[src/rtl/static_var_call_sched.sv]
// Shared call unit: round-robin arbitration of function calls over static/automatic
// variable slots, sequenced IDLE -> EXEC -> RESP, returning the post-increment value.
module static_var_call_sched #(
    parameter int          NREQ  = 4,
    parameter int          NFUNC = 4,
    parameter int          W     = 32,
    parameter int unsigned INIT  = 2
) (
    input  logic                             clk,
    input  logic                             reset,
    input  logic [NREQ-1:0]                  req_valid,
    input  logic [NREQ*$clog2(NFUNC)-1:0]    req_fid,
    input  logic [NREQ-1:0]                  req_auto,
    output logic [NREQ-1:0]                  req_ready,
    input  logic                             clr_valid,
    input  logic [$clog2(NFUNC)-1:0]         clr_fid,
    output logic                             rsp_valid,
    output logic [$clog2(NREQ)-1:0]          rsp_id,
    output logic [W-1:0]                     rsp_data,
    output logic                             busy
);

    localparam int          FW     = $clog2(NFUNC);
    localparam int          IW     = $clog2(NREQ);
    localparam logic [W-1:0] INIT_W = W'(INIT);

    typedef enum logic [1:0] {
        S_IDLE,
        S_EXEC,
        S_RESP
    } state_t;

    state_t          state;
    logic [IW-1:0]   rr_ptr;
    logic [IW-1:0]   g_q;
    logic [FW-1:0]   fid_q;
    logic            auto_q;
    logic [W-1:0]    slots [NFUNC];

    logic            grant_any;
    logic [IW-1:0]   grant_idx;
    logic [FW-1:0]   grant_fid;
    logic            grant_auto;
    logic [IW-1:0]   scan_idx;
    int              scan_sum;
    logic [W-1:0]    result;

    // Round-robin scan starting at rr_ptr, wrapping through all requesters.
    always_comb begin
        // NOTE: every output of a combinational block gets a default first, so no path leaves it unassigned and no latch is inferred.
        grant_any  = 1'b0;
        grant_idx  = '0;
        grant_fid  = '0;
        grant_auto = 1'b0;
        scan_sum   = 0;
        scan_idx   = '0;
        for (int k = 0; k < NREQ; k++) begin
            scan_sum = int'(rr_ptr) + k;
            scan_idx = IW'(scan_sum % NREQ);
            if (!grant_any && req_valid[scan_idx]) begin
                grant_any = 1'b1;
                grant_idx = scan_idx;
            end
        end
        for (int i = 0; i < NREQ; i++) begin
            if (grant_idx == IW'(i)) begin
                grant_fid  = req_fid[i*FW +: FW];
                grant_auto = req_auto[i];
            end
        end
    end

    assign req_ready = (state == S_IDLE && !reset && grant_any) ? (NREQ'(1) << grant_idx) : '0;
    assign result    = (auto_q ? INIT_W : slots[fid_q]) + W'(1);

    // NOTE: sequential state is updated with non-blocking assignments only, so every register samples pre-edge values.
    always_ff @(posedge clk) begin
        if (reset) begin
            state     <= S_IDLE;
            rr_ptr    <= '0;
            g_q       <= '0;
            fid_q     <= '0;
            auto_q    <= 1'b0;
            rsp_valid <= 1'b0;
            rsp_id    <= '0;
            rsp_data  <= '0;
            busy      <= 1'b0;
        end else begin
            case (state)
                S_IDLE: begin
                    rsp_valid <= 1'b0;
                    if (grant_any) begin
                        g_q    <= grant_idx;
                        fid_q  <= grant_fid;
                        auto_q <= grant_auto;
                        rr_ptr <= (grant_idx == IW'(NREQ - 1)) ? '0 : grant_idx + 1'b1;
                        busy   <= 1'b1;
                        state  <= S_EXEC;
                    end
                end
                S_EXEC: begin
                    rsp_valid <= 1'b1;
                    rsp_id    <= g_q;
                    rsp_data  <= result;
                    state     <= S_RESP;
                end
                S_RESP: begin
                    rsp_valid <= 1'b0;
                    busy      <= 1'b0;
                    state     <= S_IDLE;
                end
                default: begin
                    rsp_valid <= 1'b0;
                    busy      <= 1'b0;
                    state     <= S_IDLE;
                end
            endcase
        end
    end

    // Static slots: EXEC write-back first, then clear, so a same-slot clear wins.
    always_ff @(posedge clk) begin
        if (reset) begin
            // NOTE: the slots are a handful of registers whose reset value is architecturally visible, so they are reset explicitly like any other state.
            for (int f = 0; f < NFUNC; f++) begin
                slots[f] <= INIT_W;
            end
        end else begin
            if (state == S_EXEC && !auto_q) begin
                slots[fid_q] <= result;
            end
            if (clr_valid) begin
                slots[clr_fid] <= INIT_W;
            end
        end
    end

endmodule

[config.mk]
export PLATFORM = sky130hd
export DESIGN_NAME = static_var_call_sched
export DESIGN_NICKNAME = d
export VERILOG_FILES = /design/src/rtl/static_var_call_sched.sv
export SDC_FILE = /design/constraint.sdc
export NUM_CORES = 1
export LEC_CHECK = 0
export ABC_AREA = 0
export CAP_MARGIN = 30
export CORE_UTILIZATION = 61
export DETAILED_ROUTE_END_ITERATION = 8
export GPL_ROUTABILITY_DRIVEN = 0
export PLACE_DENSITY_LB_ADDON = 0.15
export SYNTH_ARGS = -nofsm -noshare
export SYNTH_HDL_FRONTEND = slang
export SYNTH_SLANG_ARGS = --single-unit
[constraint.sdc]
create_clock -name clk -period 4.8 [get_ports clk]
set_clock_uncertainty 0.2 [all_clocks]
set_input_delay 1.44 -clock clk [delete_from_list [all_inputs] [get_ports clk]]
set_output_delay 1.44 -clock clk [all_outputs]
set_load 0.05 [all_outputs]
==> run metrics, run 1 <==
MaxCap Viol Count 0; Detailed Place HPWL 15.13 mm; Fin. Hold Viols 0; die height 117.5 um; fraction of the mapped netlist area in adder cells 0.007689; worst-path fanout max 3; final setup fails 0; CTS hold repair buffers 0; Initial Util 0.6344; Setup WS post-layout 0.05166 ns; multiplexer share of the synthesized area 0.09626; number of distinct library cells after synthesis 67; Synth area leaders dfxtp_1, mux4_2, nand2_1; Filler cells 959; Hold Crit Depth 2; fin nets 996; Pins Over Slew Limit 0; Reg power frac 0.425; Die ar. 0.01380 mm2; Top FF cell, synth dfxtp_1; GRT Resource Usage Total 0.3551; DR pass1 iterations 6; Synth top area share 0.4306; first-pass GRT wire length 38.64 mm; final std cells w/o fill 1155; I/O pin cnt 61; core area 0.01282 mm2; ys async rst share 0; Syn Area/Cell 8.815 um2; # rows 41; CTS max path bufs 2; critical path class in -> out; Final TNS setup 0 ns; Post-synth EDFFs 0; DRC 0; Switching Fraction 0.2746; Synthesized Nets 949; Leakage Power 3.501 nW; RR Endpoint slots[0][20]; XOR/XNOR share of the synthesized area 0.02783; Hold WC Path Type reg -> reg; total wire length 23.82 mm; CTS Buf Count 17; outcome finished clean; internal power 2.665 mW; combinational power share 0.148; main combinational cell family by area after synthesis simple AND/OR/NAND/NOR gates; element type at the critical path end output pin; vias in the first global route 7504; post-synthesis compound-gate area fraction 0.1641; layout cells sized above 1 0.1302; Post-Place Worst Slack -0.05451 ns; initial antenna violation count 0; Total Power 3.674 mW; cell area after placement 0.008864 mm2; register area share after synthesis 0.4306; Clock power frac 0.427; CTS tree built; Synth warnings 0; Mapped Cells 923; Mapped Area 0.008137 mm2; largest area contributor in the netlist dfxtp_1; PwrDens 384.4 mW/mm2; # H-tree levels 4; Horiz. Die Dim 117.5 um; R2R cell count 10; Final period util 0.9892; Worst R2R Setup Slack 0.93 ns; Rel. slew slack 0.4486; Achievable Freq 0.2106 GHz; Area growth, synth to finish 17.47%; post-route cell area 0.009558 mm2; Worst VDD drop 0.0002760 V; sw power 1.009 mW; Seq cells post-synth 175; Startpoint Class input pin; min cycle time layout 4.748 ns; Port-buffer cells 60; worst skew pair latency 0.44 ns; unrepaired setup endpoints after global routing yes; placed cells 1123; Crit path arrival time 3.11 ns; wire per inst 20.63 um; Vias/cell 6.511; Num Clock Sinks 175; Slew @ Worst Pin 0.8270 ns; min-delay src slots[0][25]; GR Overflow Total 0; WP data required 3.16 ns; Via Count 7520; # diodes 0; Final ANT Viol Nets 0; simple-gate share of the synthesized area 0.2279; Root Buffer clkbuf_16; largest net degree at the start of global routing 47; Hold Path Sink slots[0][25]; DR iter-0 viols 830; Worst-path clk slew 0.07 ns
-- worst max path at each step --
stage,start,to,depth (start not counted)
floorplan,req_valid[0],req_ready[3],7
global placement,req_valid[1],req_ready[3],9
detailed placement,req_valid[1],req_ready[3],9
CTS,req_valid[0],req_ready[3],10
global route,req_valid[0],req_ready[3],10
finish,req_valid[0],req_ready[3],10
-- final cells by class --
class / count / area (um2) / area share
Multi-Input combinational cell: 675 / 4307 / 0.4506
Sequential cell: 175 / 3506 / 0.3668
Timing Repair Buffer: 89 / 814.5 / 0.08522
Clock buffer: 21 / 470.5 / 0.04922
Tap cell: 172 / 215.2 / 0.02252
Clock inverter: 11 / 200.2 / 0.02095
Inverter: 12 / 45.04 / 0.004713
-- placed cells by master, fill, tap and decap left out, drive strengths merged, types with 6 or more instances in the layout --
cell           count
a21oi             87
a22o               6
a22oi             10
a31oi              7
and2               7
and3              36
buf               33
clkbuf            21
clkdlybuf4s50     55
dfxtp            175
inv               15
mux2i             13
mux4              26
nand2            118
nand2b             6
nand3             18
nor2              98
nor3              34
nor3b              7
nor4               7
o21ai             95
o22ai              7
or3                9
xnor2             14
xor2              11
-- routing by layer --
metal,global-route usage,share of wire
met1,0.4489,0.39
met2,0.5710,0.47
met3,0.07703,0.097
met4,0.1851,0.034
met5,0,0
-- power by group through the flow --
stage          logic, mW  clock network, mW  registers, mW
4_1_cts            0.530               1.57           1.56
3_3_place_gp       0.514                  0           1.59
6_report           0.542               1.57           1.56
5_1_grt            0.573               1.62           1.57
2_1_floorplan      0.322                  0           1.63
3_5_place_dp       0.526                  0           1.59
-- worst max-delay path: stages --
cell and delay [ns]:
clkdlybuf4s50_1 0.45, inv_1 0.10, nor2_2 0.05, a21oi_2 0.12, o22ai_2 0.09, a21oi_2 0.17, buf_4 0.15, ha_1 0.16
and3_1 0.16, buf_4 0.20
-- cell usage after synthesis (5+ instances only) --
cell type,count
clkbuf_1,48
nor2_1,98
ha_1,5
mux2i_1,13
a22oi_1,10
nand3_1,18
xor2_1,10
a31oi_1,7
xnor2_1,14
o22ai_1,5
a21oi_1,87
buf_6,5
inv_1,11
a22o_1,6
nand2b_1,6
mux2_2,5
nand2_1,118
and3_1,36
or3_1,7
dfxtp_1,175
o21ai_0,87
nor3_1,30
nor3b_1,6
nor2b_1,5
and2_1,7
o21ai_1,8
mux4_2,23
-- repair_timing --
item                                    in CTS  in global routing
setup buffers                                0                  0
endpoints found under the setup margin       3                  4
resized for setup                            1                  6
pin swaps                                    0                  0
-- metrics by stage --
step	hold slack, ns	utilization
3_5_place_dp	0.2384	0.6911
4_1_cts	0.2506	0.7437
2_1_floorplan	0.2196	-
5_1_grt	0.2789	0.7453
6_report	0.2493	0.7453
3_3_place_gp	0.2278	0.6911
-- registers in the layout, summed over array words and instances, names as in the netlist, named ones only --
signal	flops
slots	128
rsp_data	32
fid_q	2
g_q	2
rr_ptr	2
rsp_id	2
state	2
auto_q	1
busy	1
rsp_valid	1
-- logic make-up (layout without fill, tap and decap cells) --
kind of cell,Yosys count,after routing
XOR/XNOR,25,25
AO/OA/AOI/OAI,232,232
multiplexers,44,44
AND/OR/NAND/NOR,369,369
flip-flops,175,175
buffers and inverters,73,133
adder cells (fa/ha/maj),5,5
No activity file was read; power rests on OpenSTA's default activity.
==> run 2: changes to the inputs <==
--- a/config.mk
+++ b/config.mk
@@ -9,8 +9,9 @@
 export CAP_MARGIN = 30
 export CORE_UTILIZATION = 61
 export DETAILED_ROUTE_END_ITERATION = 8
+export DONT_BUFFER_PORTS = 1
 export GPL_ROUTABILITY_DRIVEN = 0
-export PLACE_DENSITY_LB_ADDON = 0.15
+export PLACE_DENSITY = 0.83
 export SYNTH_ARGS = -nofsm -noshare
 export SYNTH_HDL_FRONTEND = slang
 export SYNTH_SLANG_ARGS = --single-unit
==> run 2 against run 1 <==
Against the previous run: combinational power decreased by 29%; largest power group is now sequential cells; first-iteration DRC count increased by 6.3%; critical path type unchanged; sequential cell count unchanged; sequential power increased by 4%; largest cell class unchanged.
==> run metrics, run 2 (synthesis results as in run 1) <==
Clock power frac 0.401; most frequent cells in the layout dfxtp_1, nand2_1, nor2_1; Final TNS setup 0 ns; Num Clock Sinks 175; CTS Buf Count 17; Hold Crit Depth 2; Post-Place Worst Slack 0.2910 ns; min-delay src slots[1][14]; Post-CTS Setup Inserts 0; Die ar. 0.01380 mm2; # diodes 0; Register Area 0.003506 mm2; Filler cells 963; Crit path arrival time 2.91 ns; max incr delay on CP 0.35 ns; Rel. slew slack 0.4524; worst-path fanout max 7; cell family with most CP delay compound AO/OA/AOI/OAI gates; R2R cell count 10; Root Buffer clkbuf_16; min cycle time layout 4.548 ns; largest net degree at the start of global routing 59; Leakage Power 3.205 nW; Horiz. Die Dim 117.5 um; Fin. Hold Viols 0; vias in the first global route 6886; Initial Util 0.6344; die height 117.5 um; Biggest register slots; fin nets 932; outcome finished clean; CTS max path bufs 2; initial antenna violation count 0; GRT Resource Usage Total 0.3213; Worst-path clk slew 0.06 ns; Detailed Place HPWL 14.02 mm; combinational power share 0.114; final setup fails 0; GR Overflow Total 0; Via Count 7104; Switching Fraction 0.2812; Vias/cell 6.511; max reg flops 128; Final ANT Viol Nets 0; Hold Path Sink slots[1][14]; unrepaired setup endpoints after global routing no; Pins Over Slew Limit 0; CTS tree built; slowest CP cell a21oi_1; post_cts resized 0; Port-buffer cells 0; element type at the critical path end output pin; Area growth, synth to finish 8.519%; total wire length 21.43 mm; fin util 0.6885; DR pass1 iterations 6; # H-tree levels 4; Total Power 3.362 mW; PwrDens 380.8 mW/mm2; I/O pin cnt 61; Hold WC Path Type reg -> reg; Final period util 0.9474; sw power 945.6 uW; # rows 41; WP data required 3.16 ns; Worst R2R Setup Slack 1.07 ns; multi-input logic area 0.004294 mm2; Startpoint Class input pin; biggest regs slots x128, rsp_data x32; internal power 2.417 mW; RR Endpoint slots[0][20]; CTS hold repair buffers 0; Critical Path, Cell by Cell inv_1 -> nor2_1 -> a21oi_1 -> o22ai_1 -> a21oi_1 -> inv_1 -> ha_1 -> and3_1; Worst VDD drop 0.0002712 V; DR iter-0 viols 882; layout cells sized above 1 0.1251; Achievable Freq 0.2199 GHz; critical path class in -> out; MaxCap Viol Count 0; core area 0.01282 mm2; Setup WS post-layout 0.2523 ns; most common cell after layout, fill and taps aside dfxtp_1; DRC 0; Reg power frac 0.485; Slew @ Worst Pin 0.8214 ns; first-pass GRT wire length 35.02 mm; wire per inst 19.64 um; CP Buf/Inv Count 2; worst skew pair latency 0.44 ns
[run 2: changes by cell type in the layout (fill, tap and decap cells not counted), sizes merged]
| cell | before | now |
|---|---|---|
| clkdlybuf4s50 | 55 | 0 |
| bufinv | 5 | 1 |
| clkinv | 1 | 5 |
| inv | 15 | 11 |
| buf | 33 | 25 |
| clkinvlp | 2 | 3 |
| clkbuf | 21 | 24 |
| dlymetal6s2s | 1 | 0 |
[run 2: power by group through the flow]
stage / logic (mW) / registers (mW) / clock network (mW)
3_5_place_dp: 0.375 / 1.66 / 0
3_3_place_gp: 0.366 / 1.66 / 0
5_1_grt: 0.413 / 1.64 / 1.41
2_1_floorplan: 0.322 / 1.63 / 0
6_report: 0.383 / 1.63 / 1.35
4_1_cts: 0.377 / 1.63 / 1.35
[run 2: worst max path at each step]
stage | depth (start not counted) | start | to | slack, ns
global route | 8 | req_valid[0] | req_ready[2] | 0.13
detailed placement | 8 | req_valid[0] | req_ready[2] | 0.29
CTS | 8 | req_valid[0] | req_ready[2] | 0.26
global placement | 8 | req_valid[0] | req_ready[2] | 0.37
finish | 8 | req_valid[0] | req_ready[2] | 0.25
floorplan | 7 | req_valid[0] | req_ready[3] | 0.40
[run 2: through the flow]
stage	hold WS [ns]	instances	instance area (um2)
2_1_floorplan	0.2196	923	8137
3_3_place_gp	0.2283	1059	8248
3_5_place_dp	0.2390	1059	8248
4_1_cts	0.2482	1091	8830
5_1_grt	0.2732	1091	8830
6_report	0.2454	1091	8830
[run 2: cell type report]
| class | count | area share |
|---|---|---|
| Timing Repair Buffer | 25 | 0.02126 |
| Sequential cell | 175 | 0.3971 |
| Clock buffer | 24 | 0.05682 |
| Inverter | 12 | 0.005101 |
| Tap cell | 172 | 0.02437 |
| Multi-Input combinational cell | 675 | 0.4863 |
| Clock inverter | 8 | 0.009069 |
[run 2: worst reg2reg max path, cell delays in order, from the launching register on]
cell and delay [ns]:
dfxtp_2 0.56, mux4_2 0.63, or2_2 0.30, ha_1 0.24, nor3b_1 0.16, a32o_1 0.24
nand2_1 0.21, or2_1 0.43, nor2_1 0.12, xnor2_1 0.37, o21ai_0 0.14
[run 2: routing by layer]
layer | part of all wire | global-route usage | vias to the layer above | wire, um
li1 | - | - | 3247 | -
met2 | 0.47 | 0.5122 | 362 | 10110
met3 | 0.087 | 0.07558 | 63 | 1869
met5 | 0 | 0 | - | 0
met4 | 0.033 | 0.1571 | 0 | 707
met1 | 0.41 | 0.4106 | 3432 | 8742
